`src/rtl/master_port_if.sv`:
```
// Client request/response channel plus bit-serial master/slave bus of master_port.
// The master modport is the port's own view; slave is the view of client and serial slave.
interface master_port_if #(
    parameter int ADDR_WIDTH = 16,
    parameter int DATA_WIDTH = 8
);
    logic                  req_valid;
    logic                  req_ready;
    logic                  req_mode;
    logic [ADDR_WIDTH-1:0] req_addr;
    logic [DATA_WIDTH-1:0] req_wdata;
    logic                  rsp_valid;
    logic [DATA_WIDTH-1:0] rsp_rdata;
    logic                  rsp_err;
    logic                  mode;
    logic                  wr_bus;
    logic                  master_valid;
    logic                  master_ready;
    logic                  rd_bus;
    logic                  slave_ready;
    logic                  slave_valid;

    modport master (
        input  req_valid, req_mode, req_addr, req_wdata, rd_bus, slave_ready, slave_valid,
        output req_ready, rsp_valid, rsp_rdata, rsp_err, mode, wr_bus, master_valid, master_ready
    );

    modport slave (
        output req_valid, req_mode, req_addr, req_wdata, rd_bus, slave_ready, slave_valid,
        input  req_ready, rsp_valid, rsp_rdata, rsp_err, mode, wr_bus, master_valid, master_ready
    );
endinterface

```
`src/rtl/master_port.sv`:
```
// Serial bus master: sends address then data MSB first, collects read data, and
// aborts with an error response after TIMEOUT consecutive cycles without progress.
module master_port #(
    parameter int ADDR_WIDTH = 16,
    parameter int DATA_WIDTH = 8,
    parameter int TIMEOUT    = 255
) (
    input  logic          clk,
    input  logic          resetn,
    master_port_if.master bus
);
    localparam int SHIFT_W = ADDR_WIDTH + DATA_WIDTH;
    localparam int BIT_MAX = (ADDR_WIDTH > DATA_WIDTH) ? ADDR_WIDTH : DATA_WIDTH;
    localparam int BIT_W   = $clog2(BIT_MAX + 1);
    localparam int TO_W    = $clog2(TIMEOUT + 1);

    typedef enum logic [2:0] {S_IDLE, S_ADDR, S_DATA, S_RWAIT, S_DONE} state_t;

    state_t               r_state;
    state_t               w_next;
    logic                 r_mode;
    logic                 r_err;
    logic [SHIFT_W-1:0]   r_shift;
    logic [DATA_WIDTH-1:0] r_rdata;
    logic [BIT_W-1:0]     r_bit;
    logic [TO_W-1:0]      r_idle;

    logic w_accept;
    logic w_tx;
    logic w_rx;
    logic w_busy;
    logic w_timeout;
    logic w_last_addr;
    logic w_last_data;

    assign w_accept    = (r_state == S_IDLE) && bus.req_valid;
    assign w_tx        = ((r_state == S_ADDR) || (r_state == S_DATA)) && bus.slave_ready;
    assign w_rx        = (r_state == S_RWAIT) && bus.slave_valid;
    assign w_busy      = (r_state == S_ADDR) || (r_state == S_DATA) || (r_state == S_RWAIT);
    assign w_last_addr = (r_bit == BIT_W'(ADDR_WIDTH - 1));
    assign w_last_data = (r_bit == BIT_W'(DATA_WIDTH - 1));
    // Abort on the cycle that would make the idle count reach TIMEOUT.
    assign w_timeout   = w_busy && !(w_tx || w_rx) && (r_idle == TO_W'(TIMEOUT - 1));

    always_ff @(posedge clk or negedge resetn) begin
        if (!resetn) begin
            r_state <= S_IDLE;
            r_mode  <= 1'b0;
            r_err   <= 1'b0;
            r_shift <= '0;
            r_rdata <= '0;
            r_bit   <= '0;
            r_idle  <= '0;
        end else begin
            r_state <= w_next;
            if (w_accept) begin
                r_mode  <= bus.req_mode;
                r_shift <= {bus.req_addr, (bus.req_mode ? bus.req_wdata : {DATA_WIDTH{1'b0}})};
                r_rdata <= '0;
                r_err   <= 1'b0;
                r_bit   <= '0;
                r_idle  <= '0;
            end else begin
                if (w_tx)
                    r_shift <= {r_shift[SHIFT_W-2:0], 1'b0};
                if (w_rx)
                    r_rdata <= {r_rdata[DATA_WIDTH-2:0], bus.rd_bus};
                if (w_timeout)
                    r_err <= 1'b1;
                if (w_next != r_state) begin
                    r_bit  <= '0;
                    r_idle <= '0;
                end else if (w_tx || w_rx) begin
                    r_bit  <= r_bit + 1'b1;
                    r_idle <= '0;
                end else if (w_busy) begin
                    r_idle <= r_idle + 1'b1;
                end
            end
        end
    end

    always_comb begin
        w_next           = r_state;
        bus.req_ready    = 1'b0;
        bus.master_valid = 1'b0;
        bus.master_ready = 1'b0;
        bus.wr_bus       = 1'b0;
        bus.rsp_valid    = 1'b0;
        bus.rsp_err      = 1'b0;
        bus.rsp_rdata    = '0;
        bus.mode         = 1'b0;
        unique case (r_state)
            S_IDLE: begin
                bus.req_ready = 1'b1;
                if (bus.req_valid)
                    w_next = S_ADDR;
            end
            S_ADDR: begin
                bus.mode         = r_mode;
                bus.master_valid = 1'b1;
                bus.wr_bus       = r_shift[SHIFT_W-1];
                if (w_timeout)
                    w_next = S_DONE;
                else if (w_tx && w_last_addr)
                    w_next = S_DATA;
            end
            S_DATA: begin
                bus.mode         = r_mode;
                bus.master_valid = 1'b1;
                bus.wr_bus       = r_shift[SHIFT_W-1];
                if (w_timeout)
                    w_next = S_DONE;
                else if (w_tx && w_last_data)
                    w_next = r_mode ? S_DONE : S_RWAIT;
            end
            S_RWAIT: begin
                bus.mode         = r_mode;
                bus.master_ready = 1'b1;
                if (w_timeout)
                    w_next = S_DONE;
                else if (w_rx && w_last_data)
                    w_next = S_DONE;
            end
            S_DONE: begin
                bus.mode      = r_mode;
                bus.rsp_valid = 1'b1;
                bus.rsp_err   = r_err;
                bus.rsp_rdata = r_err ? '0 : r_rdata;
                w_next        = S_IDLE;
            end
            default: w_next = S_IDLE;
        endcase
    end
endmodule

```
`src/flat_wrapper.sv`:
```
// flat-port wrapper written by rule: the top's interface ports become plain ports
module master_port_flat 
#(
    parameter int ADDR_WIDTH = 16,
    parameter int DATA_WIDTH = 8,
    parameter int TIMEOUT    = 255
)
  (clk, resetn, bus_req_valid, bus_req_mode, bus_req_addr, bus_req_wdata, bus_rd_bus, bus_slave_ready, bus_slave_valid, bus_req_ready, bus_rsp_valid, bus_rsp_rdata, bus_rsp_err, bus_mode, bus_wr_bus, bus_master_valid, bus_master_ready);
  master_port_if #(.ADDR_WIDTH(ADDR_WIDTH), .DATA_WIDTH(DATA_WIDTH)) bus_i ();
  input  logic clk;
  input  logic resetn;
  input wire logic [$bits(bus_i.req_valid)-1:0] bus_req_valid;
  input wire logic [$bits(bus_i.req_mode)-1:0] bus_req_mode;
  input wire logic [$bits(bus_i.req_addr)-1:0] bus_req_addr;
  input wire logic [$bits(bus_i.req_wdata)-1:0] bus_req_wdata;
  input wire logic [$bits(bus_i.rd_bus)-1:0] bus_rd_bus;
  input wire logic [$bits(bus_i.slave_ready)-1:0] bus_slave_ready;
  input wire logic [$bits(bus_i.slave_valid)-1:0] bus_slave_valid;
  output wire logic [$bits(bus_i.req_ready)-1:0] bus_req_ready;
  output wire logic [$bits(bus_i.rsp_valid)-1:0] bus_rsp_valid;
  output wire logic [$bits(bus_i.rsp_rdata)-1:0] bus_rsp_rdata;
  output wire logic [$bits(bus_i.rsp_err)-1:0] bus_rsp_err;
  output wire logic [$bits(bus_i.mode)-1:0] bus_mode;
  output wire logic [$bits(bus_i.wr_bus)-1:0] bus_wr_bus;
  output wire logic [$bits(bus_i.master_valid)-1:0] bus_master_valid;
  output wire logic [$bits(bus_i.master_ready)-1:0] bus_master_ready;
  assign bus_i.req_valid = bus_req_valid;
  assign bus_i.req_mode = bus_req_mode;
  assign bus_i.req_addr = bus_req_addr;
  assign bus_i.req_wdata = bus_req_wdata;
  assign bus_i.rd_bus = bus_rd_bus;
  assign bus_i.slave_ready = bus_slave_ready;
  assign bus_i.slave_valid = bus_slave_valid;
  assign bus_req_ready = bus_i.req_ready;
  assign bus_rsp_valid = bus_i.rsp_valid;
  assign bus_rsp_rdata = bus_i.rsp_rdata;
  assign bus_rsp_err = bus_i.rsp_err;
  assign bus_mode = bus_i.mode;
  assign bus_wr_bus = bus_i.wr_bus;
  assign bus_master_valid = bus_i.master_valid;
  assign bus_master_ready = bus_i.master_ready;
  master_port #(.ADDR_WIDTH(ADDR_WIDTH), .DATA_WIDTH(DATA_WIDTH), .TIMEOUT(TIMEOUT)) u_core (.clk(clk), .resetn(resetn), .bus(bus_i));
endmodule
```
`config.mk`:
```
export PLATFORM = sky130hd
export DESIGN_NAME = master_port_flat
export DESIGN_NICKNAME = d
export VERILOG_FILES = /design/src/rtl/master_port_if.sv /design/src/rtl/master_port.sv /design/src/flat_wrapper.sv
export SDC_FILE = /design/constraint.sdc
export NUM_CORES = 1
export LEC_CHECK = 0
export CELL_PAD_IN_SITES_DETAIL_PLACEMENT = 1
export CELL_PAD_IN_SITES_GLOBAL_PLACEMENT = 2
export CORE_ASPECT_RATIO = 1.5
export CORE_MARGIN = 2
export CORE_UTILIZATION = 33
export DETAILED_ROUTE_END_ITERATION = 16
export GPL_ROUTABILITY_DRIVEN = 0
export PLACE_DENSITY_LB_ADDON = 0.1
export REMOVE_ABC_BUFFERS = 1
export SETUP_SLACK_MARGIN = 0.3
export SYNTH_ARGS = -nofsm -noshare
export SYNTH_HDL_FRONTEND = slang
export SYNTH_SLANG_ARGS = --single-unit
```
`constraint.sdc`:
```
create_clock -name clk -period 1.9 [get_ports clk]
set_input_delay 0.285 -clock clk [delete_from_list [all_inputs] [get_ports clk]]
set_output_delay 0.285 -clock clk [all_outputs]
set_load 0.01 [all_outputs]
```
# == Yosys cells after proc, flatten, opt, wreduce, memory -nomap -nowiden ==
# Index checks and enable logic that the tools add are counted.
# word_totals
output_inout_bits,15
inputBits,31
register_bits,50
word_cells,69
# classes
addsub,2
reduce_logical,20
n_eq_ne,8
muxes,32
# op_table
op,count
2-to-1 mux 8 bit,9
2-to-1 mux 24 bit,2
2-to-1 mux 3 bit,8
2-to-1 mux 5 bit,3
one-hot mux 3 bit (4 select lines),1
2-to-1 mux 1 bit,9
"adder 8 x 1 -> 8 bit, second input constant",1
"== test 8 bit, second input constant",1
logical AND 1 bit,8
"== test 3 x 2 -> 1 bit, second input constant",2
nonzero test 2 bit,3
"adder 5 x 1 -> 5 bit, second input constant",1
"== test 5 x 3 -> 1 bit, second input constant",1
"== test 5 x 4 -> 1 bit, second input constant",1
nonzero test 4 bit,1
OR reduction 4 bit,1
"== test 3 x 1 -> 1 bit, second input constant",1
"== test 3 bit, second input constant",1
logical NOT 3 bit,1
logical OR 1 bit,3
inequality test 3 bit,1
nonzero test 3 bit,1
OR reduction 2 bit,1
logical NOT 1 bit,1

# == Longest topological paths before layout ==
# Gate-level depths: netlist of run 1.
# depth
word_depth,12
ltp_mapped,8
ltp_nobuf,8

# == Worst setup path before layout of run 1 ==
# Ideal clock, no wire load.
# synth_timing
kind,register to register
from,reg u_core.r_state[1]
to,reg u_core.r_mode
arrival_ns,1.562
synth_period_minus_slack_ns,1.687
path_slack_ns,0.213
n_path_buf,2
t_required_ns,1.775
setup_ns,0.125
path_stages_with_launch,6
path_cell_list,dfrtp_1 -> buf_6 -> nor3_1 -> and2_1 -> buf_2 -> mux2_2
# synth_between
elab_chain_len,2
# synth_lines
element,line_no,source
start: declaration,master_port.sv:19,state_t r_state;
start signal: assignment,master_port.sv:55,r_state <= w_next;
logical NOT 3 bit,master_port.sv:36,assign w_accept = (r_state == S_IDLE) && bus.req_valid;
logical AND 1 bit,master_port.sv:36,
end signal: assignment,master_port.sv:57,r_mode <= bus.req_mode;
end: declaration,master_port.sv:21,logic r_mode;
# Every way passes these cells.
# A chain may end at the register's enable or synchronous reset.

# == Worst setup path in the final report of run 1 ==
# layout_timing
from,reg u_core.r_state[1]
to,reg u_core.r_idle[7]
# layout_between
elab_chain_len,12
elab_cells_between_ends,29
classes_between,4 x eq/ne; 11 x mux; 14 x reduce/logical
# layout_lines
element,line_no,source
== test 3 x 1 -> 1 bit / == test 3 x 2 -> 1 bit (equally long branches),"master_port.sv:37, master_port.sv:39, master_port.sv:93",
logical OR 1 bit,"master_port.sv:37, master_port.sv:39",
logical AND 1 bit,master_port.sv:37,assign w_tx = ((r_state == S_ADDR) || (r_state == S_DATA)) && bus.slave_ready;
logical OR 1 bit,"master_port.sv:43, master_port.sv:73",
logical NOT 1 bit,master_port.sv:43,assign w_timeout = w_busy && !(w_tx || w_rx) && (r_idle == TO_W'(TIMEOUT - 1));
logical AND 1 bit (2 in a row),master_port.sv:43,
2-to-1 mux 3 bit (on tied branches),"master_port.sv:120, master_port.sv:103, master_port.sv:112",
one-hot mux 3 bit (4 select lines),master_port.sv:93,unique case (r_state)
inequality test 3 bit,master_port.sv:70,if (w_next != r_state) begin
2-to-1 mux 8 bit,master_port.sv:70,
2-to-1 mux 8 bit,master_port.sv:56,if (w_accept) begin
end signal: assignment,master_port.sv:77,r_idle <= r_idle + 1'b1;
end: declaration,master_port.sv:26,logic [TO_W-1:0] r_idle;
# Parallel ways exist; a longest one is shown, timed or not.

==> results of run 1 <==
path summary, 6_finish.rpt:
kind / to / startpoint / cells past startpoint
setup reg to reg: u_core.r_idle[7]$_DFFE_PN0P_ / u_core.r_state[1]$_DFF_PN0_ / 6
hold reg to reg: u_core.r_rdata[5]$_DFFE_PN0P_ / u_core.r_rdata[5]$_DFFE_PN0P_ / 1
hold / removal: u_core.r_shift[23]$_DFFE_PN0P_ / resetn / 2
min in group clk: u_core.r_shift[16]$_DFFE_PN0P_ / bus_req_addr[8] / 3
setup / recovery: u_core.r_idle[7]$_DFFE_PN0P_ / u_core.r_state[1]$_DFF_PN0_ / 6
max in group asynchronous: u_core.r_rdata[2]$_DFFE_PN0P_ / resetn / 3
layout by cell type, fill, tap and decap left out, types with 3 or more instances in the layout:
cell / instances
mux2i_1: 25
buf_2: 8
buf_12: 4
xnor2_1: 4
a21oi_1: 5
and2_4: 7
ha_1: 3
clkdlybuf4s50_1: 29
nand4_1: 4
clkbuf_16: 6
xor2_1: 4
buf_6: 21
nand2_1: 24
nor2_1: 24
a22o_1: 4
o21ai_1: 24
nand2_2: 3
inv_1: 6
mux2i_2: 5
buf_4: 27
nand3_1: 8
nor3_4: 3
nand3_2: 3
dfrtp_1: 49
and2_1: 5
where the power goes:
part | internal (mW) | total (mW) | switching, mW
clock network | 0.617 | 1.01 | 0.392
registers | 1.44 | 1.73 | 0.290
logic | 1.34 | 2.47 | 1.12
flip-flops by register name, indices dropped and copies added (netlist names):
register and cells:
u_core.r_shift 24, u_core.r_rdata 8, u_core.r_idle 8, u_core.r_mode 1
u_core.r_err 1, u_core.r_state 3, u_core.r_bit 5
layout make-up:
type | count | share of cell area
clock buffers | 5 | 0.0310
inverters | 6 | 0.00557
flip-flops and latches | 50 | 0.310
multi-input cells | 194 | 0.362
repair buffers | 97 | 0.249
clock inverters | 3 | 0.00990
well taps | 105 | 0.0325
synth_stat cells (3+ instances only):
library cell,n
buf_2,6
clkbuf_1,3
xor2_1,4
nand2_1,27
nor2_1,27
buf_6,3
a21oi_1,7
and2_1,12
o21ai_0,23
nand4_1,4
nand3_1,10
inv_1,6
mux2i_1,29
dfrtp_1,50
o21ai_1,3
a22o_1,4
xnor2_1,5
nor3_1,3
ha_1,4
worst max-delay path, delay by kind of cell, from the launching register on:
kind	cells	cell delay [ns]
buffers and inverters	1	0.16
DFF	1	0.40
muxes	1	0.22
and+or+nand+nor	4	0.84
layer usage:
metal | track usage | wire length (um)
met1 | 0.214 | 3110
met2 | 0.336 | 4140
met3 | 0.0285 | 148
met4 | 0.0762 | 151
met5 | 0 | 0
through the flow:
| step | hold WS [ns] | TNS, ns |
|---|---|---|
| after detailed placement | 0.202 | -1.20 |
| after CTS | 0.424 | 0 |
| after floorplan | -0.0106 | -17.12 |
| after global routing | 0.433 | 0 |
| final | 0.421 | 0 |
| after global placement | 0.203 | -0.876 |
logic make-up (layout without fill, tap and decap cells):
logic type | count (synthesis) | count (layout) | share of synthesized area
simple gates | 102 | 102 | 0.206
flops | 50 | 50 | 0.472
fa+ha+maj | 4 | 4 | 0.0189
compound gates | 48 | 48 | 0.111
mux | 31 | 31 | 0.119
buf+inv | 20 | 111 | 0.0425
xor+xnor | 9 | 9 | 0.0298
repair_timing:
action,CTS,global route
cloned,4,1
gates resized for setup,119,33
endpoints found under the setup margin,60,65
setup buffers,15,4
hold buffers,1,0
pin swaps,27,16
hold endpoints to repair,10,0
==> reports/metrics.cfg, run 1 <==
[die]
die_w_um=77.2
ioPinCount=46
fp.dieH_um=114
start_util=0.335
fp.dieArea_mm2=0.00877
core_area_mm2=0.00791
num_rows=40

[layout]
seqCellArea_mm2=0.00125
stdcell_area_mm2=0.00404
fin_cells=460
final_nets=389
fin_util=0.511
diodes=0
areaGrowthSynthToFinish_pct=52.6
multi_input_area_mm2=0.00146
n_fill_cell=881
drive_above_1_share=0.341

[detailed_routing]
vias_per_cell=4.92
drcViolationCount=0
drtPass1Iterations=4
wire_per_inst_um=16.4
drt-initial-drc-count=52
vias=2264
wl_um=7550
ant_nets=0

[power]
p_total_mw=5.21
p_leak_nw=1.75
ir_drop_mv=0.776
power_density_mw_per_mm2=1290

[clocking]
cts_buffer_depth=2
clk_pin_slew_ns=0.07
clock_latency_ns=0.29
cts_buffers=5
htree_levels=2
cts_tree=done
cts_root_buf=clkbuf_16
cts_sinks=50

[global_routing]
grt_pass1_vias=2556
grt_max_degree=24
grt_overflow=0
antenna_found_initial=0
grt_first_pass_wirelength_um=12700
grtUsageTotal=0.184

[synth]
synth_top_area_cell=dfrtp_1
synth_top_area_frac=0.472
synthArstFlopShare=1.00
synth_cells=264
ys_seq_area_frac=0.472
yosysWarnings=0
synthTopCellsByArea=dfrtp_1 47%, mux2i_1 11%, o21ai_0 4.3%
syn_area_per_cell_um2=10.0
synthDistinctLibCells=47
ys_ff_latch=50
synth_edf_count=0
netlist_area_mm2=0.00265
ys.flop_type=dfrtp_1

[placed_design]
dp_cells=427
port-buffer-count=45
dp_slack_ns=-0.157
placed_area_mm2=0.00338
dp_hpwl_um=5130

[critical_path]
path_cells=buf_6 -> mux2i_2 -> nor2_1 -> or4_4 -> nand3_4 -> nor2_1
crit_top_cell=nor2_1
crit_type=reg -> reg
cp_max_fo=8
max_stage_delay_ns=0.55
r2r_setup_slack_ns=0.16
crit_path_start_kind=flip-flop
cp_slowest_cell=or4_4
crit_required_ns=2.08
end_kind=flip-flop
worstPathArrival_ns=1.91

[outcome]
outcome=finished, final reports clean

[timing]
hold_viol_final=0
period_share=0.914
period_needed_ns=1.74
setup_viol=0
slew_viol_final=0
max_clock_freq_mhz=576
setup_slack_ns=0.163
relSlewSlack=0.724
fin_skew_ns=0.00467
worst_slew_pin_slew_ns=0.412
rsz0062_at_grt=yes

[job]
maxCapViolCount=0

[hold_path]
min_path_type=in -> async

Power figures use the tool's default switching activity.
==> inputs of run 2 (changes only) <==
--- a/config.mk
+++ b/config.mk
@@ -13,6 +13,7 @@
 export DETAILED_ROUTE_END_ITERATION = 16
 export GPL_ROUTABILITY_DRIVEN = 0
 export PLACE_DENSITY_LB_ADDON = 0.1
+export RECOVER_POWER = 50
 export REMOVE_ABC_BUFFERS = 1
 export SETUP_SLACK_MARGIN = 0.3
 export SYNTH_ARGS = -nofsm -noshare
==> run 2 against run 1 <==
Global-route usage did not move; design area fell by 0.71%; total power fell by 0.45%; highest routed layer unchanged.
==> reports/metrics.cfg, run 2 (synthesis gave the netlist of run 1 again) <==
[outcome]
outcome=finished, final reports clean

[critical_path]
path_cells=buf_6 -> clkbuf_2 -> nand2_2 -> nor3_2 -> buf_6 -> mux2i_1 -> nor2_1
cp_slowest_cell=dfrtp_1
max_stage_delay_ns=0.40
crit_required_ns=2.08
crit_type=reg -> reg
end_kind=flip-flop
cp_max_fo=8
crit_top_cell=buf_6
crit_path_start_kind=flip-flop
path_buf_inv=3
crit_family=buffers and inverters
worstPathArrival_ns=1.92

[power]
p_leak_nw=1.74
p_total_mw=5.18
ir_drop_mv=0.781
power_density_mw_per_mm2=1290

[hold_path]
min_path_type=in -> reg

[timing]
setup_viol=0
relSlewSlack=0.516
rsz0062_at_grt=yes
period_needed_ns=1.74
period_share=0.918
fin_skew_ns=0.00453
worst_slew_pin_slew_ns=0.725
slew_viol_final=0
setup_tns_ns=0
hold_viol_final=0
max_clock_freq_mhz=573

[detailed_routing]
drt-initial-drc-count=51
vias_per_cell=4.92
drtPass1Iterations=4
wire_per_inst_um=16.4
ant_nets=0
wl_um=7560
drcViolationCount=0
vias=2262

[die]
fp.dieH_um=114
ioPinCount=46
core_area_mm2=0.00791
start_util=0.335
fp.dieArea_mm2=0.00877
die_w_um=77.2
num_rows=40

[layout]
final_common_cell=dfrtp_1
top_register=u_core.r_shift
fin_cells=460
diodes=0
fin_util=0.508
top_regs=u_core.r_shift x24, u_core.r_idle x8, u_core.r_rdata x8
stdcell_area_mm2=0.00401
final_cell_mix=49 x dfrtp_1, 29 x clkdlybuf4s50_1, 25 x mux2i_1, 25 x buf_4
drive_above_1_share=0.335
final_nets=389
areaGrowthSynthToFinish_pct=51.5
largest_reg_flops=24

[global_routing]
grt-busiest-layer=met2
grtUsageTotal=0.184
use_met1=0.214
grt_max_degree=24
antenna_found_initial=0
grt_first_pass_wirelength_um=12700
grt_pass1_vias=2556
grt_overflow=0
met3_usage=0.0285
gr-usage-met2=0.336

[placed_design]
placed_area_mm2=0.00338
dp_cells=427
port-buffer-count=45
dp_hpwl_um=5130

[clocking]
clk_pin_slew_ns=0.07
clock_latency_ns=0.29
cts_buffers=5
cts_sinks=50
cts_tree=done
htree_levels=2
cts_root_buf=clkbuf_16
cts_buffer_depth=2

[job]
maxCapViolCount=0

==> run 2: cell count changes in the layout (fill, tap and decap cells not counted), sizes merged <==
cell	before	now
buf	64	59
clkbuf	7	12
==> run 2: path summary, 6_finish.rpt <==
kind / startpoint / to / slack [ns] / cells after the start
worst max-delay path: u_core.r_state[1]$_DFF_PN0_ / u_core.r_rdata[7]$_DFFE_PN0P_ / 0.16 / 7
worst min-delay path: bus_req_addr[8] / u_core.r_shift[16]$_DFFE_PN0P_ / 0.53 / 3
worst max register to register: u_core.r_state[1]$_DFF_PN0_ / u_core.r_rdata[7]$_DFFE_PN0P_ / 0.16 / 7
worst min register to register: u_core.r_rdata[5]$_DFFE_PN0P_ / u_core.r_rdata[5]$_DFFE_PN0P_ / 0.54 / 1
max in group asynchronous: resetn / u_core.r_shift[7]$_DFFE_PN0P_ / 0.30 / 3
min in group asynchronous: resetn / u_core.r_shift[23]$_DFFE_PN0P_ / 0.56 / 2
==> run 2: metal layers <==
metal | share of wire | vias to the layer above
li1 | - | 1094
met1 | 0.41 | 1128
met2 | 0.55 | 31
met3 | 0.021 | 9
met4 | 0.020 | 0
met5 | 0 | -
==> run 2: repair_timing <==
item,in CTS,in global routing
endpoints found under the setup margin,60,65
setup buffers,15,4
resized for setup,119,33
gates cloned,4,1
hold buffers,1,0
endpoints found under the hold margin,10,0
pin swaps,27,16
==> run 2: worst min-delay path: cells and delay by family <==
family	cells	cell delay, ns
AOI/OAI and AO/OA	1	0.05
and+or+nand+nor	1	0.05
buffers and inverters	1	0.40
==> run 2: power by group <==
| group | total [mW] | switching (mW) | internal (mW) |
|---|---|---|---|
| Sequential | 1.73 | 0.290 | 1.44 |
| Clock | 1.01 | 0.392 | 0.617 |
| Combinational | 2.44 | 1.12 | 1.33 |
==> run 2: cell type report <==
type / instances / area, um^2
fillers: 884 / 3890
multi-input cells: 194 / 1460
flip-flops and latches: 50 / 1250
repair buffers: 97 / 985
well taps: 105 / 131
clock buffers: 5 / 125
clock inverters: 3 / 40.0
inverters: 6 / 22.5
==> run 2: metrics by stage <==
stage	hold slack [ns]	setup WS [ns]
after floorplan	-0.0106	-0.595
after global placement	0.203	-0.105
after detailed placement	0.202	-0.157
after CTS	0.424	0.103
after global routing	0.547	0.0461
final	0.533	0.155
==> inputs of run 3 (changes only) <==
--- a/config.mk
+++ b/config.mk
@@ -5,13 +5,14 @@
 export SDC_FILE = /design/constraint.sdc
 export NUM_CORES = 1
 export LEC_CHECK = 0
+export ABC_AREA = 0
 export CELL_PAD_IN_SITES_DETAIL_PLACEMENT = 1
 export CELL_PAD_IN_SITES_GLOBAL_PLACEMENT = 2
-export CORE_ASPECT_RATIO = 1.5
 export CORE_MARGIN = 2
 export CORE_UTILIZATION = 33
 export DETAILED_ROUTE_END_ITERATION = 16
 export GPL_ROUTABILITY_DRIVEN = 0
+export MAX_ROUTING_LAYER = met4
 export PLACE_DENSITY_LB_ADDON = 0.1
 export RECOVER_POWER = 50
 export REMOVE_ABC_BUFFERS = 1
==> run 3 against run 2 <==
Highest routed layer unchanged; critical endpoint is now u_core.r_shift[3]$_DFFE_PN0P_; global-route usage down 0.78 points; critical path depth up 2; sequential power about the same; core utilization up 2.8 points; worst hold slack worse by 0.025 ns; design area up 3.7%; sequential share of layout area down 1.1 points; wire length up 1.3%.
==> reports/metrics.cfg, run 3 (synthesis gave the netlist of run 1 again) <==
[die]
fp.dieArea_mm2=0.00876
num_rows=32
ioPinCount=46
fp.dieH_um=93.6
core_area_mm2=0.00777
start_util=0.341
die_w_um=93.6

[critical_path]
end_kind=flip-flop
cp_max_fo=6
crit_path_start_kind=flip-flop
critical_path.startpoint=u_core.r_state[0]$_DFF_PN0_
rr_startpoint=u_core.r_state[0]$_DFF_PN0_
crit_type=reg -> reg
crit_required_ns=2.10
worstPathArrival_ns=2.02

[layout]
largest_reg_flops=24
areaGrowthSynthToFinish_pct=57.2
top_regs=u_core.r_shift x24, u_core.r_idle x8, u_core.r_rdata x8
final_cell_mix=50 x dfrtp_1, 30 x buf_4, 29 x clkdlybuf4s50_1
stdcell_area_mm2=0.00416
drive_above_1_share=0.369
fin_util=0.536
diodes=0
final_common_cell=dfrtp_1
final_nets=397
top_register=u_core.r_shift

[timing]
max_clock_freq_mhz=550
relSlewSlack=0.211
worst_slew_pin_slew_ns=1.18
fin_skew_ns=0.0132
setup_slack_ns=0.0812
slew_viol_final=0
rsz0062_at_grt=yes
period_needed_ns=1.82
period_share=0.957
hold_viol_final=0
setup_tns_ns=0
setup_viol=0

[clocking]
htree_levels=2
cts_buffer_depth=2
cts_sinks=50
clock_latency_ns=0.32
cts_buffers=5
cts_tree=done
clk_pin_slew_ns=0.11
cts_root_buf=clkbuf_8

[outcome]
outcome=finished, final reports clean

[power]
ir_drop_mv=0.678
p_total_mw=5.52
power_density_mw_per_mm2=1330
p_leak_nw=1.80

[placed_design]
port-buffer-count=45
dp_slack_ns=-0.0517
placed_area_mm2=0.00337
dp_hpwl_um=4400

[global_routing]
grt_overflow=0
grt_max_degree=51
grt_first_pass_wirelength_um=11900
antenna_found_initial=0
grtUsageTotal=0.177
grt_pass1_vias=2413

[detailed_routing]
drcViolationCount=0
wire_per_inst_um=16.5
wl_um=7650
drt-initial-drc-count=78
drtPass1Iterations=4
ant_nets=0
vias=2289
vias_per_cell=4.92

[hold_path]
hold_start=bus_req_addr[12]
min_path_type=in -> reg

[job]
maxCapViolCount=0

run 3: worst max-delay path, stage by stage, from the launching register on:
cell	delay, ns
dfrtp_1	0.42
buf_6	0.15
xnor2_4	0.15
buf_6	0.13
nor3_4	0.15
buf_6	0.16
buf_12	0.10
buf_16	0.12
mux2i_1	0.23
o21ai_1	0.08
run 3: stage by stage:
| stage | hold slack [ns] | cells |
|---|---|---|
| 6_report | 0.508 | 465 |
| 5_1_grt | 0.515 | 465 |
| 4_1_cts | 0.499 | 451 |
| 3_5_place_dp | 0.300 | 424 |
| 3_3_place_gp | 0.298 | 424 |
| 2_1_floorplan | -0.0106 | 250 |
run 3: final timing paths:
| path | end | slack, ns | cells past startpoint |
|---|---|---|---|
| min in group asynchronous | u_core.r_bit[2]$_DFFE_PN0P_ | 0.84 | 3 |
| worst max register to register | u_core.r_shift[3]$_DFFE_PN0P_ | 0.08 | 9 |
| max in group asynchronous | u_core.r_shift[15]$_DFFE_PN0P_ | 0.34 | 3 |
| worst min-delay path | u_core.r_shift[20]$_DFFE_PN0P_ | 0.51 | 3 |
| worst max-delay path | u_core.r_shift[3]$_DFFE_PN0P_ | 0.08 | 9 |
| worst min register to register | u_core.r_rdata[5]$_DFFE_PN0P_ | 0.53 | 1 |
run 3: layout make-up:
class                      count  area [um^2]
clock buffer                   6         82.6
clock inverter                 2         60.1
fill                         843         3600
inverter                       6         22.5
multi-input combinational    194         1520
sequential                    50         1250
tap                          102          128
timing repair buffer         105         1100
run 3: repair_timing:
| action | 4_1_cts | 5_1_grt |
|---|---|---|
| resized for setup | 105 | 63 |
| cloned | 3 | 2 |
| buffers inserted | 15 | 12 |
| setup endpoints to repair | 65 | 64 |
| hold buffers | 1 | 0 |
| endpoints found under the hold margin | 50 | 0 |
| pin swaps | 35 | 22 |
run 3: power by group:
group / switching, mW / internal [mW]
combinational: 1.25 / 1.61
sequential: 0.282 / 1.44
clock: 0.385 / 0.562
run 3: layer usage:
metal | GRT usage | routed length [um] | up-vias
met2 | 0.292 | 3780 | 41
met5 | - | 0 | -
li1 | - | - | 1114
met4 | 0.0507 | 121 | 0
met3 | 0.0355 | 264 | 9
met1 | 0.221 | 3490 | 1125
==> patch 1, RTL diff (settings of run 3) <==
`TIMEOUT` is set to 255 in 2 places; all go to 510.
--- a/src/rtl/master_port.sv
+++ b/src/rtl/master_port.sv
@@ -3,7 +3,7 @@
 module master_port #(
     parameter int ADDR_WIDTH = 16,
     parameter int DATA_WIDTH = 8,
-    parameter int TIMEOUT    = 255
+    parameter int TIMEOUT    = 510
 ) (
     input  logic          clk,
     input  logic          resetn,
--- a/src/flat_wrapper.sv
+++ b/src/flat_wrapper.sv
@@ -3,7 +3,7 @@
 #(
     parameter int ADDR_WIDTH = 16,
     parameter int DATA_WIDTH = 8,
-    parameter int TIMEOUT    = 255
+    parameter int TIMEOUT    = 510
 )
   (clk, resetn, bus_req_valid, bus_req_mode, bus_req_addr, bus_req_wdata, bus_rd_bus, bus_slave_ready, bus_slave_valid, bus_req_ready, bus_rsp_valid, bus_rsp_rdata, bus_rsp_err, bus_mode, bus_wr_bus, bus_master_valid, bus_master_ready);
   master_port_if #(.ADDR_WIDTH(ADDR_WIDTH), .DATA_WIDTH(DATA_WIDTH)) bus_i ();
Behaviour: no difference found for any inputs over 10 cycles, from zero or initial values and one cycle with resetn low; that may be too few to reach the edited logic, so the function may still have changed.
==> patch 1 against run 3 <==
Design area fell by 0.54%; area after synthesis rose by 2.2%; routed wire length is 0.84% lower; utilization decreased by 2.4 points; sequential share of layout area rose by 0.77 points; global-route usage rose by 0.13 points; clock power fell by 11%; setup slack got worse by 0.069 ns; power decreased by 12%; sequential cell count rose by 1; highest routed layer unchanged.
==> patch 1: results (changes against run 3) <==
- Status: complete, no violations (unchanged)
- Post-Place Cells: 429 (was 424)
- # nets final: 402 (was 397)
- Post-synth EDFFs: 0 (unchanged)
- Tightest Hold Check Type: in2reg (unchanged)
- GR met1 Demand/Resource: 22.8% (was 22.1%)
- Sequential fraction of the synthesis area: 47.2% (about the same)
- Ant diodes: 0 (unchanged)
- Static Leak: 1.91 nW (was 1.80 nW)
- DR WL/cell: 16.0 um (was 16.5 um)
- Grt met2 use: 29.5% (was 29.2%)
- Slew Limit Headroom: 11.5% (was 21.1%)
- CP peak stage delay: just over 0.4 ns
- Root buf cell: clkbuf_8 (unchanged)
- Synth cell types: 47 (unchanged)
- Syn Area/Cell: 10.2 um^2 (was 10.0 um^2)
- Dpl hpwl: 4660 um (was 4400 um)
- Number of gates resized after CTS: 98 (was 105)
- Cts bufs inserted: 5 (unchanged)
- Clk_lat worst skew: 0.32 ns (about the same)
- Port bufs: 45 (unchanged)
- Max clock buf depth: 2 (unchanged)
- Wirelength, routed: 7590 um (was 7650 um)
- Clk_skew: 0.00501 ns (was 0.0132 ns)
- CTS H-Tree Depth: 2 (unchanged)
- First-pass GRT wire length: 11900 um (about the same)
- Vias post-DR: 2298 (was 2289)
- Initial DRT Pass Iterations: 4 (unchanged)
- DRT iter0 DRCs: 44 (was 78)
- DP Worst Slack: -0.0489 ns (was -0.0517 ns)
- Setup repair bufs after CTS: 14 (was 15)
- Row cnt: 33 (was 32)
- Share of post-route cells with drive strength above 1: 35.6% (was 36.9%)
- Synth area leaders: dfrtp_1 (47%), mux2i_1 (10%), nor2_1 (3.6%) (was dfrtp_1 (47%), mux2i_1 (11%), o21ai_0 (4.3%))
- Met3 usage: 3.03% (was 3.55%)
- Syn. warnings: 0 (unchanged)
- Met2 wire len: 3900 um (was 3780 um)
- Fraction of registers with async set/reset: 100% (unchanged)
- Worst EP arrival: 2.14 ns (was 2.02 ns)
- Clk pwr share: 17.4% (was 17.1%)
- Met3 wire length: 196 um (was 264 um)
- Biggest regs: u_core.r_shift (24), u_core.r_idle (9), u_core.r_rdata (8) (was u_core.r_shift (24), u_core.r_idle (8), u_core.r_rdata (8))
- Commonest cells post-synth: dfrtp_1 (51), mux2i_1 (28), nor2_1 (26) (was dfrtp_1 (50), mux2i_1 (29), nand2_1 (27), nor2_1 (27), o21ai_0 (23))
- NetSw: 1.68 mW (was 1.91 mW)
- Most used DFF post-synth: dfrtp_1 (unchanged)
- Peak supply drop: 0.484 mV (was 0.678 mV)
- Number of global-route vias before repair: 2354 (was 2413)
- Clock transition at path regs: roughly 0.10 ns
- Largest net degree at the start of global routing: 35 (was 51)
- Max FO, Critical Path: 5 (was 6)
- CTS hold repair buffers: 1 (unchanged)
- Wl on met1: 3420 um (was 3490 um)
- DRC violations left: 0 (unchanged)
- P_int: 3.16 mW (was 3.61 mW)
- Gr usage total: 17.8% (was 17.7%)
- Reg power frac: 34.2% (was 31.1%)
patch 1: cell types whose count changed in the layout (fill, tap and decap cells not counted), moves of 4 or more:
cell     before  now
nor2_1       20   16
nand3_4       4    0
buf_2         7    2
and2_4        7   11
and2_1        5    1
buf_6        24   32
xor2_1        4    8
buf_4        30   35
patch 1: critical path, delay by kind of cell (launching register included):
family	cells	cell delay, ns
DFF	1	0.41
buffers and inverters	5	0.69
and+or+nand+nor	2	0.17
AOI/OAI and AO/OA	3	0.56
patch 1: final cells by class:
cell class                      count  area (um^2)
Multi-Input combinational cell    196         1480
Fill cell                         894         3950
Tap cell                          105          131
Clock inverter                      2         38.8
Sequential cell                    51         1280
Clock buffer                        6         82.6
Inverter                            5         21.3
Timing Repair Buffer              108         1110
patch 1: stage by stage:
step	hold slack, ns	TNS, ns	area [um^2]
floorplan	-0.0106	-18.19	2610
global placement	0.308	0	3420
detailed placement	0.307	-0.523	3420
CTS	0.486	0	3810
global route	0.482	-0.854	4140
finish	0.490	0	4140
patch 1: cell families after synthesis:
group                      synth area share [%]
AOI/OAI and AO/OA                          12.8
xor gates and xnor gates                   3.24
adders and majority gates                  1.85
buffers and inverters                      4.21
DFF                                        47.2
muxes                                      11.3
and+or+nand+nor                            19.5
patch 1: path summary, 6_finish.rpt:
path	from	end	slack, ns	depth (start not counted)
setup / recovery	u_core.r_state[1]	u_core.r_idle[1]	0.01	10
hold / removal	bus_req_addr[0]	u_core.r_shift[8]	0.49	3
setup reg to reg	u_core.r_state[1]	u_core.r_idle[1]	0.01	10
hold reg to reg	u_core.r_rdata[7]	u_core.r_rdata[7]	0.54	2
max in group asynchronous	resetn	u_core.r_idle[0]	0.30	3
min in group asynchronous	resetn	u_core.r_bit[2]	0.78	2
==> patch 2, RTL diff (flow settings as in run 3) <==
Without the edit above. Make the reset (`resetn`) synchronous in one clocked block.
--- a/src/rtl/master_port.sv
+++ b/src/rtl/master_port.sv
@@ -42,7 +42,7 @@
     // Abort on the cycle that would make the idle count reach TIMEOUT.
     assign w_timeout   = w_busy && !(w_tx || w_rx) && (r_idle == TO_W'(TIMEOUT - 1));
 
-    always_ff @(posedge clk or negedge resetn) begin
+    always_ff @(posedge clk) begin
         if (!resetn) begin
             r_state <= S_IDLE;
             r_mode  <= 1'b0;
Function: differs if resetn is asserted again (counterexample within 4 cycles, from zero or initial values and one cycle with resetn low); with resetn held inactive, the same outputs for 10 cycles.
==> patch 2 against run 3 <==
Utilization shrank 0.15 points; routed wire length shrank 9.0%; global-route usage decreased by 0.72 points; setup slack worse by 0.0018 ns; design area is 6.9% lower; area after synthesis decreased by 6.6%; sequential cell count is the same; worst hold slack got worse by 0.050 ns; critical path type unchanged; highest routed layer unchanged.
Power is not compared: it rests on default switching activity, and its combinational part moved more than twofold at a synthesized area within 25%.
==> patch 2: results (changes against run 3) <==
- Via density: 4.94 (was 4.92)
- #MultiIn Comb: 215 (was 194)
- CTS H-Tree Depth: 2 (unchanged)
- FF/Latch Area: 1010 um^2 (was 1250 um^2)
- WHS Endpoint: u_core.r_rdata[7] (was u_core.r_shift[20])
- Filler instances: 829 (was 843)
- Die W: 90.6 um (was 93.6 um)
- Synth Register Bits: 50 (unchanged)
- Status: complete, no violations (unchanged)
- Share of post-route cells with drive strength above 1: 33.4% (was 36.9%)
- Post-DP Area: 3220 um^2 (was 3370 um^2)
- Number of gates resized after CTS: 129 (was 105)
- First-pass GRT wire length: 10900 um (was 11900 um)
- # nets final: 408 (was 397)
- Hold slack: 0.458 ns (was 0.508 ns)
- GR met1 Demand/Resource: 21.2% (was 22.1%)
- Clock network area share: 2.36% (was 3.43%)
- Met3 wire length: 196 um (was 264 um)
- Fraction of registers with async set/reset: 0% (was 100%)
- Largest net degree at the start of global routing: 42 (was 51)
- Gr usage total: 16.9% (was 17.7%)
- Post-Place Cells: 443 (was 424)
- Met3 usage: 3.42% (was 3.55%)
- CP peak stage delay: 0.37 ns (was 0.42 ns)
- Max FO, Critical Path: 6 (unchanged)
- Non-clock inverters: 4 (was 6)
- Biggest regs: u_core.r_shift (24), u_core.r_idle (8), u_core.r_rdata (8) (unchanged)
- Clk_skew: 0.0104 ns (was 0.0132 ns)
- Synth area leaders: dfxtp_1 (40%), mux2i_1 (10%), nand2_1 (7.3%) (was dfrtp_1 (47%), mux2i_1 (11%), o21ai_0 (4.3%))
- Wl on met1: 3190 um (was 3490 um)
- Sequential fraction of the synthesis area: 40.4% (was 47.2%)
- Post-Syn Instances: 289 (was 264)
- R2R cell count: 8 (was 9)
- Hold Crit Depth: 2 (was 3)
- Worst EP arrival: 2.01 ns
- Commonest cells post-synth: dfxtp_1 (50), nand2_1 (48), a21oi_1 (34) (was dfrtp_1 (50), mux2i_1 (29), nand2_1 (27), nor2_1 (27), o21ai_0 (23))
- Setup repair bufs after CTS: 10 (was 15)
- Worst Max-Slew Pin Slew: 0.424 ns (was 1.18 ns)
- Tightest Hold Check Type: reg2reg (was in2reg)
- Bufs w/o clock: 97 (was 105)
- Wirelength, routed: 6960 um (was 7650 um)
- Number of global-route vias before repair: 2264 (was 2413)
- DP Worst Slack: -0.167 ns (was -0.0517 ns)
- Cell Pwr Density: 576 nW/um^2
- Met2 wire len: 3500 um (was 3780 um)
- Layout non-clock buf frac: 24.8% (was 26.3%)
- Vias post-DR: 2335 (was 2289)
- Hold_sp: u_core.r_rdata[7] (was bus_req_addr[12])
- Synth cell types: 44 (was 47)
- CP max-delay cell: dfxtp_2 (was dfrtp_1)
- Fin crit period: 1.82 ns (about the same)
- Crit path capture: u_core.r_bit[0] (was u_core.r_shift[3])
- # clk buffers: 7 (was 6)
- Dpl hpwl: 4180 um (was 4400 um)
- DRT iter0 DRCs: 43 (was 78)
- Reg2reg start: u_core.r_state[1] (was u_core.r_state[0])
- Fraction of area in multi-input gates: 43.2% (was 36.6%)
- Grt met2 use: 27.9% (was 29.2%)
patch 2: changes by cell type in the layout (fill, tap and decap cells not counted), sizes merged, moves of 4 or more:
cell           run 3  this run
mux2i             30        25
dfxtp              0        50
nand3             12         7
nand2             27        48
clkbuf            11        15
a22o               4         0
o21ai             26        19
dfrtp             50         0
nor2              27         5
a21oi              7        35
buf               70        59
nor4               2         7
patch 2: logic make-up (layout without fill, tap and decap cells):
group | after synthesis | count (layout) | share of synthesized area [%]
multiplexers | 25 | 25 | 10.1
XOR/XNOR | 9 | 9 | 3.19
AND/OR/NAND/NOR | 105 | 105 | 23.0
buffers and inverters | 24 | 109 | 4.25
flip-flops | 50 | 50 | 40.4
AO/OA/AOI/OAI | 72 | 72 | 17.0
adder cells (fa/ha/maj) | 4 | 4 | 2.02
patch 2: report_power, final:
part,switching [mW],internal [mW]
registers,0.0361,1.10
logic,0.211,0.240
clock network,0.351,0.295
total,0.599,1.63
